## src/rtl/ctech_lib_setb_release_seq.sv

```systemverilog
// Active-low set generator: resynchronised power-on release, staggered per-domain setb release,
// and a four-phase soft-set pulse. Optional scan bypass: CTECH_LIB_SETB_RELEASE_SEQ_SCAN_BYPASS_EN.
module ctech_lib_setb_release_seq #(
  parameter int unsigned NUM_SYNC  = 2,
  parameter int unsigned NUM_DOM   = 4,
  parameter int unsigned GAP_CYC   = 4,
  parameter int unsigned PULSE_CYC = 8
) (
  input  logic               clk,
  input  logic               rst,
  input  logic               soft_req,
`ifdef CTECH_LIB_SETB_RELEASE_SEQ_SCAN_BYPASS_EN
  input  logic               fscan_rstbypen,
  input  logic               fscan_byprst_b,
`endif
  output logic               soft_ack,
  output logic [NUM_DOM-1:0] setb,
  output logic               done
);

  localparam int unsigned GapW   = $clog2(GAP_CYC + 1);
  localparam int unsigned IdxW   = $clog2(NUM_DOM + 1);
  localparam int unsigned PulseW = $clog2(PULSE_CYC + 1);

  typedef enum logic [1:0] {StSync, StRel, StRun, StSoft} state_e;

  state_e              state_q, state_d;
  logic [NUM_SYNC-1:0] sync_q, sync_d;
  logic [NUM_DOM-1:0]  setb_q, setb_d;
  logic                done_q, done_d;
  logic                ack_q, ack_d;
  logic                pend_q, pend_d;
  logic [GapW-1:0]     gap_q, gap_d;
  logic [IdxW-1:0]     idx_q, idx_d;
  logic [PulseW-1:0]   pulse_q, pulse_d;

  always_comb begin
    state_d = state_q;
    sync_d  = {sync_q[NUM_SYNC-2:0], 1'b1};
    setb_d  = setb_q;
    done_d  = done_q;
    ack_d   = ack_q;
    pend_d  = pend_q;
    gap_d   = gap_q;
    idx_d   = idx_q;
    pulse_d = pulse_q;

    if (ack_q && !soft_req) begin
      ack_d = 1'b0;
    end

    unique case (state_q)
      StSync: begin
        // Leave on the edge the synchronised release reaches the last stage.
        if (sync_d[NUM_SYNC-1] && !sync_q[NUM_SYNC-1]) begin
          state_d = StRel;
          gap_d   = '0;
          idx_d   = '0;
        end
      end
      StRel: begin
        if (gap_q == '0) begin
          for (int i = 0; i < int'(NUM_DOM); i++) begin
            if (idx_q == IdxW'(i)) begin
              setb_d[i] = 1'b1;
            end
          end
          gap_d = GapW'(GAP_CYC - 1);
          idx_d = idx_q + 1'b1;
          if (idx_q == IdxW'(NUM_DOM - 1)) begin
            done_d  = 1'b1;
            state_d = StRun;
            if (pend_q) begin
              ack_d  = 1'b1;
              pend_d = 1'b0;
            end
          end
        end else begin
          gap_d = gap_q - 1'b1;
        end
      end
      StRun: begin
        if (soft_req && !ack_q) begin
          state_d = StSoft;
          setb_d  = '0;
          done_d  = 1'b0;
          pend_d  = 1'b1;
          pulse_d = PulseW'(PULSE_CYC - 1);
        end
      end
      StSoft: begin
        // Soft set re-enters release directly; the clock domain is already live.
        if (pulse_q == '0) begin
          state_d = StRel;
          gap_d   = '0;
          idx_d   = '0;
        end else begin
          pulse_d = pulse_q - 1'b1;
        end
      end
      default: state_d = StSync;
    endcase
  end

  always_ff @(posedge clk or posedge rst) begin
    if (rst) begin
      state_q <= StSync;
      sync_q  <= '0;
      setb_q  <= '0;
      done_q  <= 1'b0;
      ack_q   <= 1'b0;
      pend_q  <= 1'b0;
      gap_q   <= '0;
      idx_q   <= '0;
      pulse_q <= '0;
    end else begin
      state_q <= state_d;
      sync_q  <= sync_d;
      setb_q  <= setb_d;
      done_q  <= done_d;
      ack_q   <= ack_d;
      pend_q  <= pend_d;
      gap_q   <= gap_d;
      idx_q   <= idx_d;
      pulse_q <= pulse_d;
    end
  end

`ifdef CTECH_LIB_SETB_RELEASE_SEQ_SCAN_BYPASS_EN
  assign setb = fscan_rstbypen ? {NUM_DOM{fscan_byprst_b}} : setb_q;
`else
  assign setb = setb_q;
`endif
  assign done     = done_q;
  assign soft_ack = ack_q;

endmodule
```

## config.mk

```make
export PLATFORM = sky130hd
export DESIGN_NAME = ctech_lib_setb_release_seq
export DESIGN_NICKNAME = d
export VERILOG_FILES = /design/src/rtl/ctech_lib_setb_release_seq.sv
export SDC_FILE = /design/constraint.sdc
export NUM_CORES = 1
export LEC_CHECK = 0
export BUFFER_PORTS_ARGS = -buffer_cell sky130_fd_sc_hd__buf_2
export CORE_ASPECT_RATIO = 1.25
export CORE_MARGIN = 10
export CORE_UTILIZATION = 58
export CTS_BUF_LIST = sky130_fd_sc_hd__clkbuf_8 sky130_fd_sc_hd__clkbuf_16
export CTS_CLUSTER_SIZE = 14
export DETAILED_ROUTE_END_ITERATION = 12
export PLACE_DENSITY_LB_ADDON = 0.12
export SYNTH_ARGS = -nofsm -noshare
export SYNTH_HDL_FRONTEND = slang
export SYNTH_SLANG_ARGS = --single-unit
```

## constraint.sdc

```tcl
create_clock -name clk -period 2.3 [get_ports clk]
set_input_delay 0 -clock clk [delete_from_list [all_inputs] [get_ports clk]]
set_output_delay 0 -clock clk [all_outputs]
set_load 0.02 [all_outputs]
```

==> impl_metrics.py, run 1 <==
metrics = {
    "timing": {
        "slew_headroom_pct": 49.6,
        "max_freq_mhz": 522,
        "finalClockSkew_ps": 3.05,
        "finalHoldViolations": 0,
        "worstMarginPinSlew_ps": 755,
        "setup-tns-final_ps": 0,
        "fin_crit_sh_pct": 83.3,
        "rsz0062_at_grt": "false",
        "finalCriticalPeriod_ps": 1920,
        "setup_viol": 0,
        "maxSlewViolCount": 0,
    },
    "critical_path": {
        "slowest_delay_ps": 430,
        "cp.buffers_inverters": 1,
        "crit_start": "pulse_q[0]",
        "timing.rr.end": "idx_q[2]",
        "crit_chain": "inv_1 -> ha_1 -> or3b_4 -> a221oi_4 -> nand4b_1 -> o2bb2ai_1",
        "arrival_ps": 2110,
        "crit_type": "flop to flop",
        "cp-end-kind": "flop",
        "rr_worst_depth": 6,
        "critical_path.top_delay_family": "simple AND/OR/NAND/NOR gates",
        "slowest_stage": "a221oi_4",
        "cp.required_ps": 2490,
        "regToRegStartpoint": "pulse_q[0]",
        "startpoint_type": "flop",
        "path_max_fanout": 8,
        "cp-endpoint": "idx_q[2]",
        "cp.depth": 6,
        "rrSetupSlack_ps": 380,
    },
    "clocking": {
        "cts_sinks": 20,
        "cts_root_buf": "clkbuf_8",
        "cts_setup_buffers": 0,
        "clk_latency_ps": 260,
        "cts.htree.levels": 1,
        "cts_tree": "done",
        "clk_pin_slew_ps": 80,
        "numCtsBuffers": 3,
        "clock_path_buffers": 2,
    },
    "logic_synthesis": {
        "synth_ff_type": "dfrtp_1",
        "async_reset_ff_share_pct": 100,
        "synth_most_common_cell": "dfrtp_1",
        "synth_area_leaders": "dfrtp_1 41%, ha_1 15%, o21ai_0 5.0%",
        "syn_nets": 139,
        "synth-edff-count": 0,
        "synthTopCellsByCount": "20 x dfrtp_1, 15 x inv_1, 14 x ha_1",
        "synth_top_area_share_pct": 41.5,
        "yosysUniqueCellTypes": 34,
        "syn_avg_cell_area_sq_um": 9.90,
        "ys_warn_count": 0,
        "synth_top_area_cell": "dfrtp_1",
        "yosysSeqAreaShare_pct": 41.5,
        "syn_area_sq_um": 1210,
        "synthCells": 122,
        "ys_seq_elements": 20,
    },
    "drt": {
        "drtIter0Drc": 31,
        "ant_nets": 0,
        "wl_per_cell_um": 14.2,
        "finalWirelength_mm": 2.18,
        "drt-pass1-iter-count": 5,
        "vias": 893,
        "route.detailed.drc": 0,
        "vias_per_cell": 5.84,
    },
    "power_and_ir_drop": {
        "internal-power_uw": 1030,
        "power_leakage_uw": 0.000629,
        "peakVddDrop_uv": 766,
        "p_per_area_nw_per_um2": 1360,
        "pwr-share-seq_pct": 31.6,
        "switchingPower_uw": 777,
        "swShare_pct": 42.9,
        "p_comb_share_pct": 53.2,
        "clkPwrFrac_pct": 15.2,
    },
    "finish": {
        "syn_to_final_growth_pct": 10.4,
        "drive_above_1_share_pct": 13.5,
        "antenna_cells": 0,
        "post-route-util_pct": 67.2,
        "nFillCells": 165,
        "fin_nets": 151,
    },
    "floorplanning": {
        "die_w_um": 60.8,
        "fp.dieH_um": 71.0,
        "ios": 9,
        "dieArea_sq_um": 4320,
        "rows": 18,
        "initial_core_util_pct": 60.9,
        "fp.coreArea_sq_um": 1980,
    },
    "placed_design": {
        "io_buffers": 8,
        "hpwl_mm": 1.63,
        "gp_congestion": 0.853,
    },
    "global_route": {
        "grt.overflow.total": 0,
        "grt_pass1_vias": 875,
        "grt_pass1_wl_mm": 3.89,
        "grtUsageTotal_pct": 11.0,
        "antenna_found_initial": 0,
        "grt_max_degree": 21,
    },
    "job": {
        "max-cap-violations": 0,
    },
    "run_status": {
        "outcome": "completed",
    },
    "worst_hold_path": {
        "hp-class": "flop to flop",
    },
}
-- repair_timing --
| item | 4_1_cts | 5_1_grt |
|---|---|---|
| hold buffers | 2 | 0 |
| hold endpoints to repair | 21 | 0 |
| gates resized for setup | 0 | 0 |
-- through the flow --
| stage | worst slack, ps | instance area, sq um | power [uW] | std cells | hold slack [ps] |
|---|---|---|---|---|---|
| 2_1_floorplan | 512 | 1210 | 1330 | 122 | -36.2 |
| 3_3_place_gp | 450 | 1260 | 1500 | 147 | 164 |
| 3_5_place_dp | 409 | 1260 | 1530 | 147 | 173 |
| 4_1_cts | 386 | 1330 | 1810 | 153 | 388 |
| 5_1_grt | 232 | 1330 | 1970 | 153 | 394 |
| 6_report | 384 | 1330 | 1810 | 153 | 384 |
-- sequential cells by signal, summed over array words and instances, names as in the netlist --
signal / cells
done: 1
idx_q: 3
state_q: 2
sync_q: 2
gap_q: 3
soft_ack: 1
pulse_q: 4
setb: 3
pend_q: 1
-- cell usage in the layout, fill, tap and decap left out, drive strengths merged --
master	Yosys	layout
nor3	1	1
and3b	1	1
dlygate4sd3	0	2
mux2i	3	3
a32o	3	3
a21oi	4	4
o21bai	1	1
clkbuf	2	4
o211ai	1	1
inv	15	15
conb	1	1
and2	2	2
a31o	1	1
nand2	11	11
a221oi	1	1
nand3	8	8
nor3b	1	1
and3	1	1
o2bb2ai	1	1
or4	1	1
or3b	1	1
ha	14	14
mux2	2	2
a22oi	2	2
nand2b	5	5
a21o	1	1
o21ai	13	13
buf	1	8
o22ai	1	1
dfrtp	20	20
nor2b	1	1
nor4bb	1	1
nand4b	1	1
-- kinds of logic after synthesis --
logic type	synth area share (%)
flops	41.5
other cells	0.311
compound gates	17.2
mux	4.35
fa+ha+maj	14.5
buf+inv	5.91
simple gates	16.3
-- per-layer routing --
metal / routed length (um) / global-route usage [%]
met5: 0 / 0
met3: 106 / 2.50
met2: 1040 / 16.6
met4: 27 / 4.40
met1: 997 / 14.6
-- worst min-delay path by stage --
| stage | start | to | cells past startpoint |
|---|---|---|---|
| after floorplan | rst | done | 1 |
| final | sync_q[0] | sync_q[1] | 0 |
| after global routing | sync_q[0] | sync_q[1] | 0 |
| after detailed placement | rst | pulse_q[3] | 2 |
| after CTS | sync_q[0] | sync_q[1] | 0 |
| after global placement | rst | pulse_q[3] | 2 |
-- power by group through the flow --
stage	registers, uW	clock network [uW]	logic, uW
after floorplan	596	0	733
final	572	276	962
after detailed placement	580	0	951
after global placement	574	0	929
after CTS	571	278	959
after global routing	592	290	1090
-- cell type report --
| cell class | instances | area, sq um | area share, % |
|---|---|---|---|
| well taps | 20 | 25.0 | 1.88 |
| flip-flops and latches | 20 | 500 | 37.6 |
| clock buffers | 4 | 55.1 | 4.13 |
| repair buffers | 10 | 60.1 | 4.51 |
| multi-input cells | 84 | 636 | 47.7 |
| inverters | 15 | 56.3 | 4.23 |
Power figures use the tool's default switching activity.
==> inputs of run 2 (changes only) <==
==> constraint.sdc (replaced) <==
create_clock -name clk -period 1.9 [get_ports clk]
set_input_delay 0 -clock clk [delete_from_list [all_inputs] [get_ports clk]]
set_output_delay 0 -clock clk [all_outputs]
set_load 0.02 [all_outputs]
==> impl_metrics.py, run 2 (synthesized netlist as in run 1, its figures left out) <==
metrics = {
    "critical_path": {
        "regToRegStartpoint": "pulse_q[1]",
        "cp-end-kind": "flop",
        "path_max_fanout": 5,
        "rrSetupSlack_ps": 100,
        "crit_type": "flop to flop",
        "cp.required_ps": 2080,
        "startpoint_type": "flop",
        "timing.rr.end": "gap_q[1]",
        "rr_worst_depth": 7,
        "arrival_ps": 1980,
    },
    "placed_design": {
        "place_ws_ps": 26.4,
        "io_buffers": 8,
        "dpl.cell_count": 150,
        "placed_area_sq_um": 1280,
        "gp_congestion": 0.808,
        "hpwl_mm": 1.65,
    },
    "finish": {
        "regArea_sq_um": 500,
        "largest_reg_flops": 4,
        "syn_to_final_growth_pct": 17.0,
        "antenna_cells": 0,
        "multiInputGateArea_sq_um": 648,
        "nFillCells": 144,
        "fin_nets": 160,
        "layout_common_cells": "20 x dfrtp_1, 13 x inv_1, 13 x ha_1, 12 x o21ai_0, 11 x nand2_1",
        "final_area_sq_um": 1410,
        "final_common_cell": "dfrtp_1",
        "regMostFlops": "pulse_q",
        "fin_cells": 162,
        "drive_above_1_share_pct": 21.1,
    },
    "global_route": {
        "grt_pass1_vias": 889,
        "antenna_found_initial": 0,
        "grtUsageTotal_pct": 11.3,
        "grt.overflow.total": 0,
        "grt_pass1_wl_mm": 3.98,
        "grt_max_degree": 21,
    },
    "drt": {
        "vias_per_cell": 5.75,
        "drtIter0Drc": 34,
        "ant_nets": 0,
        "finalWirelength_mm": 2.31,
        "vias": 932,
        "route.detailed.drc": 0,
        "drt-pass1-iter-count": 5,
        "wl_per_cell_um": 14.3,
    },
    "clocking": {
        "cts_tree": "done",
        "cts_sinks": 20,
        "cts_root_buf": "clkbuf_8",
        "clk_latency_ps": 260,
        "clock_path_buffers": 2,
        "cts.htree.levels": 1,
        "clk_pin_slew_ps": 80,
        "numCtsBuffers": 3,
    },
    "timing": {
        "finalHoldViolations": 0,
        "worstMarginPinSlew_ps": 795,
        "slew_headroom_pct": 47.0,
        "setup_ws_ps": 105,
        "max_freq_mhz": 557,
        "finalClockSkew_ps": 2.84,
        "maxSlewViolCount": 0,
        "setup_viol": 0,
        "rsz0062_at_grt": "true",
        "finalCriticalPeriod_ps": 1800,
        "fin_crit_sh_pct": 94.5,
    },
    "run_status": {
        "outcome": "completed",
    },
    "worst_hold_path": {
        "holdPathEnd": "sync_q[1]",
        "hp-class": "flop to flop",
        "hp-start": "sync_q[0]",
        "min_delay_path_depth": 0,
    },
    "job": {
        "max-cap-violations": 0,
    },
    "floorplanning": {
        "rows": 18,
        "fp.dieH_um": 71.0,
        "ios": 9,
        "die_w_um": 60.8,
        "fp.coreArea_sq_um": 1980,
        "dieArea_sq_um": 4320,
        "initial_core_util_pct": 60.9,
    },
    "power_and_ir_drop": {
        "finalPower_uw": 2370,
        "peakVddDrop_uv": 1010,
        "p_per_area_nw_per_um2": 1680,
        "power_leakage_uw": 0.000669,
    },
}
run 2: cell count changes in the layout (fill, tap and decap cells not counted):
| cell | change |
|---|---|
| ha_4 | +1 |
| inv_1 | -2 |
| inv_2 | +2 |
| buf_4 | +9 |
| ha_1 | -1 |
run 2: worst max-delay path by stage:
stage	end	start	slack [ps]	cells past startpoint
final	gap_q[1]	pulse_q[1]	100	7
after global routing	idx_q[0]	pulse_q[1]	-50	6
after CTS	idx_q[2]	pulse_q[0]	3	6
after detailed placement	idx_q[2]	pulse_q[0]	30	6
after global placement	idx_q[2]	pulse_q[0]	90	6
after floorplan	gap_q[2]	pulse_q[0]	110	6
run 2: through the flow:
stage	utilization, %	TNS [ps]	hold WS [ps]
6_report	71.3	0	383
5_1_grt	71.3	-71.1	405
2_1_floorplan	-	0	-36.2
4_1_cts	68.4	0	389
3_5_place_dp	64.6	0	189
3_3_place_gp	64.6	0	170
run 2: final cells by class:
| cell class | count | share of cell area [%] |
|---|---|---|
| multi-input cells | 84 | 45.9 |
| clock buffers | 4 | 3.90 |
| repair buffers | 19 | 9.03 |
| inverters | 15 | 3.99 |
| well taps | 20 | 1.77 |
| flip-flops and latches | 20 | 35.4 |
run 2: where the power goes:
| group | switching, uW | internal, uW |
|---|---|---|
| registers | 114 | 579 |
| clock network | 145 | 185 |
| logic | 724 | 629 |
run 2: per-layer routing:
layer  vias to the layer above  track usage [%]  share of wire (%)  wire length (um)
li1                        460                -                  -                 -
met3                         5             2.32                3.7                85
met5                         -                0                  0                 0
met2                        17             17.5                 48              1120
met4                         0             5.13                2.0                47
met1                       450             14.6                 46              1060
run 2: worst max-delay path, stage by stage (launching register included):
cell      delay (ps)
dfrtp_1          390
inv_2             80
ha_4             130
or3b_4           390
a221oi_4         380
buf_4            190
nand3_1           60
o21ai_0           90
run 2: what timing repair did:
item                                   4_1_cts  5_1_grt
buffers inserted                             0        6
endpoints found under the hold margin       21        0
setup endpoints to repair                    0        8
hold buffers                                 2        0
resized for setup                            0        4
